### config.mk
export PLATFORM = sky130hd
export DESIGN_NAME = regfile_sb_flat
export DESIGN_NICKNAME = d
export VERILOG_FILES = /design/src/rtl/regfile_sb_if.sv /design/src/rtl/regfile_sb.sv /design/src/flat_wrapper.sv
export SDC_FILE = /design/constraint.sdc
export NUM_CORES = 2
export LEC_CHECK = 0
export ABC_AREA = 1
export CAP_MARGIN = 25
export CORE_MARGIN = 1
export CORE_UTILIZATION = 45
export DETAILED_ROUTE_END_ITERATION = 12
export SLEW_MARGIN = 10
export SYNTH_ARGS = -nofsm -noshare
export SYNTH_HDL_FRONTEND = slang
export SYNTH_SLANG_ARGS = --single-unit
export TNS_END_PERCENT = 30
### constraint.sdc
create_clock -name clk -period 7.3 [get_ports clk]
set_clock_uncertainty 0.2 [all_clocks]
set_input_delay 0.73 -clock clk [delete_from_list [all_inputs] [get_ports clk]]
set_output_delay 0.73 -clock clk [all_outputs]
set_load 0.03 [all_outputs]
### src/rtl/regfile_sb_if.sv
// Bundle of the register-file ports: read ports, write ports, issue/flush control
// and the status outputs. The master drives requests and the slave (the register
// file) returns data and status.
interface regfile_sb_if #(
  parameter int unsigned DW = 32,
  parameter int unsigned AW = 5,
  parameter int unsigned NR = 2,
  parameter int unsigned NW = 2
);
  logic [NR*AW-1:0] rd_idx;
  logic [NR*DW-1:0] rd_dat;
  logic [NR-1:0]    rd_busy;
  logic [NW-1:0]    wr_en;
  logic [NW*AW-1:0] wr_idx;
  logic [NW*DW-1:0] wr_dat;
  logic             iss_en;
  logic [AW-1:0]    iss_idx;
  logic             flush;
  logic [AW:0]      busy_cnt;
  logic [DW-1:0]    x1_r;

  modport master (
    output rd_idx, wr_en, wr_idx, wr_dat, iss_en, iss_idx, flush,
    input  rd_dat, rd_busy, busy_cnt, x1_r
  );

  modport slave (
    input  rd_idx, wr_en, wr_idx, wr_dat, iss_en, iss_idx, flush,
    output rd_dat, rd_busy, busy_cnt, x1_r
  );
endinterface

### src/rtl/regfile_sb.sv
// Multi-port register file with a per-register scoreboard (busy bits).
// Register 0 is hard-wired to zero. Reads bypass same-cycle writes; busy bits are
// set on issue, cleared on writeback, and all cleared by flush.
// The parameters must match those of the connected regfile_sb_if instance.
module regfile_sb #(
  parameter int unsigned DW = 32,
  parameter int unsigned AW = 5,
  parameter int unsigned NR = 2,
  parameter int unsigned NW = 2
) (
  input logic        clk,
  input logic        rst,
  regfile_sb_if.slave bus
);

  localparam int unsigned Depth = 2 ** AW;

  logic [DW-1:0]    mem_q [Depth];
  logic [Depth-1:0] busy_q, busy_d;
  logic [AW:0]      cnt_q, cnt_d;

  // Register storage: ascending port order so the highest-numbered port wins.
  always_ff @(posedge clk) begin
    if (rst) begin
      for (int i = 0; i < Depth; i++) begin
        mem_q[i] <= '0;
      end
    end else begin
      for (int k = 0; k < NW; k++) begin
        if (bus.wr_en[k] && (bus.wr_idx[k*AW +: AW] != '0)) begin
          mem_q[bus.wr_idx[k*AW +: AW]] <= bus.wr_dat[k*DW +: DW];
        end
      end
    end
  end

  // Next busy vector: writeback clears, issue sets (issue beats writeback), flush clears all.
  always_comb begin
    busy_d = busy_q;
    for (int k = 0; k < NW; k++) begin
      if (bus.wr_en[k]) begin
        busy_d[bus.wr_idx[k*AW +: AW]] = 1'b0;
      end
    end
    if (bus.iss_en) begin
      busy_d[bus.iss_idx] = 1'b1;
    end
    if (bus.flush) begin
      busy_d = '0;
    end
    busy_d[0] = 1'b0;
  end

  // Population count of the next busy vector; bit 0 is always clear so it never wraps.
  always_comb begin
    cnt_d = '0;
    for (int i = 0; i < Depth; i++) begin
      cnt_d = cnt_d + (AW+1)'(busy_d[i]);
    end
  end

  // Scoreboard state and registered busy count.
  always_ff @(posedge clk) begin
    if (rst) begin
      busy_q <= '0;
      cnt_q  <= '0;
    end else begin
      busy_q <= busy_d;
      cnt_q  <= cnt_d;
    end
  end

  // Read ports: write bypass (highest matching port wins), busy masked by bypass hit.
  always_comb begin
    logic [AW-1:0] ridx;
    logic [DW-1:0] rdat;
    logic          hit;
    bus.rd_dat  = '0;
    bus.rd_busy = '0;
    ridx        = '0;
    rdat        = '0;
    hit         = 1'b0;
    for (int p = 0; p < NR; p++) begin
      ridx = bus.rd_idx[p*AW +: AW];
      rdat = mem_q[ridx];
      hit  = 1'b0;
      for (int k = 0; k < NW; k++) begin
        if (bus.wr_en[k] && (bus.wr_idx[k*AW +: AW] == ridx)) begin
          rdat = bus.wr_dat[k*DW +: DW];
          hit  = 1'b1;
        end
      end
      if (ridx == '0) begin
        rdat = '0;
        hit  = 1'b1;
      end
      bus.rd_dat[p*DW +: DW] = rdat;
      bus.rd_busy[p]         = busy_q[ridx] & ~hit;
    end
  end

  // Status outputs straight from state.
  always_comb begin
    bus.busy_cnt = cnt_q;
    bus.x1_r     = mem_q[1];
  end

endmodule

### src/flat_wrapper.sv
// flat-port wrapper written by rule: the top's interface ports become plain ports
module regfile_sb_flat 
#(
  parameter int unsigned DW = 32,
  parameter int unsigned AW = 5,
  parameter int unsigned NR = 2,
  parameter int unsigned NW = 2
)
  (clk, rst, bus_rd_idx, bus_wr_en, bus_wr_idx, bus_wr_dat, bus_iss_en, bus_iss_idx, bus_flush, bus_rd_dat, bus_rd_busy, bus_busy_cnt, bus_x1_r);
  regfile_sb_if #(.DW(DW), .AW(AW), .NR(NR), .NW(NW)) bus_i ();
  input logic clk;
  input logic rst;
  input wire logic [$bits(bus_i.rd_idx)-1:0] bus_rd_idx;
  input wire logic [$bits(bus_i.wr_en)-1:0] bus_wr_en;
  input wire logic [$bits(bus_i.wr_idx)-1:0] bus_wr_idx;
  input wire logic [$bits(bus_i.wr_dat)-1:0] bus_wr_dat;
  input wire logic [$bits(bus_i.iss_en)-1:0] bus_iss_en;
  input wire logic [$bits(bus_i.iss_idx)-1:0] bus_iss_idx;
  input wire logic [$bits(bus_i.flush)-1:0] bus_flush;
  output wire logic [$bits(bus_i.rd_dat)-1:0] bus_rd_dat;
  output wire logic [$bits(bus_i.rd_busy)-1:0] bus_rd_busy;
  output wire logic [$bits(bus_i.busy_cnt)-1:0] bus_busy_cnt;
  output wire logic [$bits(bus_i.x1_r)-1:0] bus_x1_r;
  assign bus_i.rd_idx = bus_rd_idx;
  assign bus_i.wr_en = bus_wr_en;
  assign bus_i.wr_idx = bus_wr_idx;
  assign bus_i.wr_dat = bus_wr_dat;
  assign bus_i.iss_en = bus_iss_en;
  assign bus_i.iss_idx = bus_iss_idx;
  assign bus_i.flush = bus_flush;
  assign bus_rd_dat = bus_i.rd_dat;
  assign bus_rd_busy = bus_i.rd_busy;
  assign bus_busy_cnt = bus_i.busy_cnt;
  assign bus_x1_r = bus_i.x1_r;
  regfile_sb #(.DW(DW), .AW(AW), .NR(NR), .NW(NW)) u_core (.clk(clk), .rst(rst), .bus(bus_i));
endmodule
==> results.json <==
{
  "status": "completed",
  "synth_cell_types": 42,
  "setup_ws_ps": 824,
  "area_growth_pct": 11.3,
  "avgSynthCellArea_um2": 7.84,
  "timing.setup.tns_ps": 0,
  "finalHoldViolCount": 0,
  "die_area_um2": 146000,
  "wl_per_cell_um": 31.8,
  "clkTransAtPathRegs_ps": 60,
  "worstMarginPinSlew_ps": 1140,
  "power_density_nw_per_um2": 219,
  "ys_warn_count": 0,
  "antenna_found_initial": 9,
  "drtIter0Drc": 12669,
  "grt_pass1_wl_mm": 450,
  "root_buffer": "clkbuf_16",
  "core_area_um2": 143000,
  "initial_core_util_pct": 45.3,
  "synthCells": 8299,
  "dieHeight_um": 382,
  "worstPathRequired_ps": 7770,
  "cp.arrival_ps": 6940,
  "max_cap_viol_count": 0,
  "vias": 68389,
  "cts_tree": "done",
  "max_stage_delay_ps": 700,
  "max_slew_margin_pct": 23.9,
  "critPathMaxFanout": 5,
  "clk_latency_ps": 740,
  "fillCellCount": 13621,
  "postCtsHoldBufs": 0,
  "setup.worst_path.class": "in2reg",
  "synth_area_um2": 65000,
  "nNetsFinal": 8177,
  "cp_cell_sequence": "clkdlybuf4s50_1 -> inv_1 -> nor3_4 -> inv_1 -> nor2_1 -> a21oi_1 -> o21ai_0 -> fa_1 -> fa_1 -> inv_1 -> fa_1 -> fa_1 -> fa_1 -> inv_1 -> fa_1 -> inv_1 -> ha_1 -> fa_1 -> a21oi_1 -> o21ba_2 -> o21ai_0 -> a21oi_1",
  "layout-drive-gt1-share_pct": 6.73,
  "cts.repair.resized": 0,
  "ys_ff_latch": 1061,
  "endpoint_kind": "flop",
  "totalWireLength_mm": 320,
  "first_pass_iters": 7,
  "htree_levels": 3,
  "place_hpwl_mm": 183,
  "timing.final.crit_share_pct": 88.7,
  "drv_slew": 0,
  "period_minus_slack_ps": 6480,
  "clockBufferDepth": 3,
  "gp_congestion": 0.945,
  "io_buffers": 198,
  "fin_util_pct": 50.5,
  "finalSetupViolCount": 0,
  "p_leak_nw": 27.4,
  "grt_max_degree": 176,
  "cts_setup_buffers": 0,
  "dp_slack_ps": 180,
  "maxClockFrequency_mhz": 154,
  "synth_flop_cell": "edfxtp_1",
  "antenna_left": 0,
  "synth_enable_flop_cells": 1024,
  "hold_slack_ps": 301,
  "cts.sinks": 1061,
  "first_global_vias": 63137,
  "synthArstFlopShare_pct": 0,
  "hold_class": "in2reg",
  "ys_seq_area_share_pct": 48.4,
  "fp.dieW_um": 382,
  "pin_count": 199,
  "peakVddDrop_v": 0.000224,
  "cpMostUsedCell": "fa_1",
  "grt_setup_unrepaired": "no",
  "drc_errors": 0,
  "rows": 139,
  "cp_slowest_cell": "clkdlybuf4s50_1",
  "viasPerCell": 6.80,
  "grt_usage_pct": 42.4,
  "gr-total-overflow": 0,
  "cp-start-kind": "input port",
  "cts-buffers-inserted": 119
}
stage by stage:
stage | power, mW | area [µm²] | cells
6_report | 15.9 | 72400 | 10056
5_1_grt | 16.2 | 72400 | 10052
4_1_cts | 15.7 | 72100 | 10040
3_5_place_dp | 9.91 | 68400 | 9822
3_3_place_gp | 9.87 | 68200 | 9813
2_1_floorplan | 8.83 | 65200 | 8330
power breakdown:
group          internal [mW]  total [mW]  switching (mW)
clock network           3.28        5.95            2.67
registers               7.04        7.24           0.200
logic                  0.733        2.70            1.97
synthesized netlist by cell type, types with 2 or more instances:
cell type | n | area [µm²]
a31oi_1 | 2 | 12.5
clkinv_1 | 4 | 15.0
and2_1 | 13 | 81.3
nand3_1 | 1127 | 5640
ha_1 | 9 | 113
inv_1 | 167 | 627
nand3b_1 | 12 | 90.1
nor2_1 | 487 | 1830
nand2_2 | 21 | 131
nand3_4 | 5 | 87.6
buf_1 | 68 | 255
inv_2 | 11 | 41.3
edfxtp_1 | 1024 | 30700
buf_4 | 63 | 473
buf_2 | 194 | 971
fa_1 | 23 | 460
nor3_4 | 3 | 48.8
o211ai_1 | 64 | 480
nand3_2 | 7 | 70.1
o22ai_1 | 1004 | 6280
o21ai_0 | 212 | 1060
nand4_1 | 2 | 12.5
clkbuf_1 | 545 | 2050
nor3_1 | 14 | 70.1
nand2_4 | 4 | 45.0
nor2_4 | 2 | 22.5
nand4_2 | 6 | 75.1
buf_6 | 2 | 22.5
nand2_1 | 2723 | 10200
dfxtp_1 | 37 | 741
nor2_2 | 6 | 37.5
a21oi_1 | 428 | 2140
layer usage:
| layer | up-vias | share of wire (%) | track usage [%] |
|---|---|---|---|
| met5 | - | 0.054 | 0 |
| met4 | 12 | 7.9 | 30.0 |
| met3 | 1236 | 15 | 11.7 |
| met2 | 6043 | 41 | 60.7 |
| met1 | 32462 | 36 | 55.2 |
| li1 | 28636 | - | - |
worst paths after layout:
check	startpoint	end	slack, ps	cells after the start
worst min register to register	u_core.busy_q[9]	u_core.busy_q[9]	440	4
worst max-delay path	bus_wr_idx[8]	u_core.bus.busy_cnt[4]	820	22
worst min-delay path	rst	u_core.mem_q[0][27]	300	1
worst max register to register	u_core.busy_q[2]	u_core.bus.busy_cnt[4]	1650	19
area by class of cell:
cell class / count / area (µm²) / share of cell area, %
Inverter: 183 / 721 / 0.995
Sequential cell: 1061 / 31500 / 43.5
Tap cell: 1903 / 2380 / 3.29
Clock buffer: 141 / 3120 / 4.31
Clock inverter: 77 / 593 / 0.819
Antenna cell: 6 / 15.0 / 0.0207
Multi-Input combinational cell: 6214 / 29500 / 40.7
Timing Repair Buffer: 471 / 4630 / 6.39
logic make-up (layout without fill, tap and decap cells):
| kind of cell | Yosys count | count (layout) | synth area share [%] |
|---|---|---|---|
| AO/OA/AOI/OAI | 1714 | 1714 | 15.4 |
| AND/OR/NAND/NOR | 4436 | 4436 | 28.5 |
| flip-flops | 1061 | 1061 | 48.4 |
| adder cells (fa/ha/maj) | 32 | 32 | 0.881 |
| other | 1 | 38 | 0.00577 |
| buffers and inverters | 1055 | 872 | 6.85 |
sequential cells by signal (all words and copies together) (netlist names):
signal               flops
u_core.mem_q          1024
u_core.busy_q           31
u_core.bus.busy_cnt      6
worst max-delay path, delay by kind of cell:
kind,cells,cell delay [ps]
buf+inv,6,1200
fa+ha+maj,8,3660
simple gates,2,400
compound gates,6,940
placed cells by master (no fill, tap or decap), types with 20 or more instances in the layout:
cell type and n:
nor2_1 482, o21ai_0 212, dfxtp_1 37, clkdlybuf4s50_1 187, fa_1 23, clkinv_1 33
edfxtp_1 1024, nand3_1 1113, conb_1 32, nand2_1 2723, clkbuf_16 122, buf_12 22
a21oi_1 428, buf_4 237, o22ai_1 1004, inv_1 161, nand2_2 20, o211ai_1 64
clkinv_2 31
Note: power is estimated with default switching activity, not from simulation.
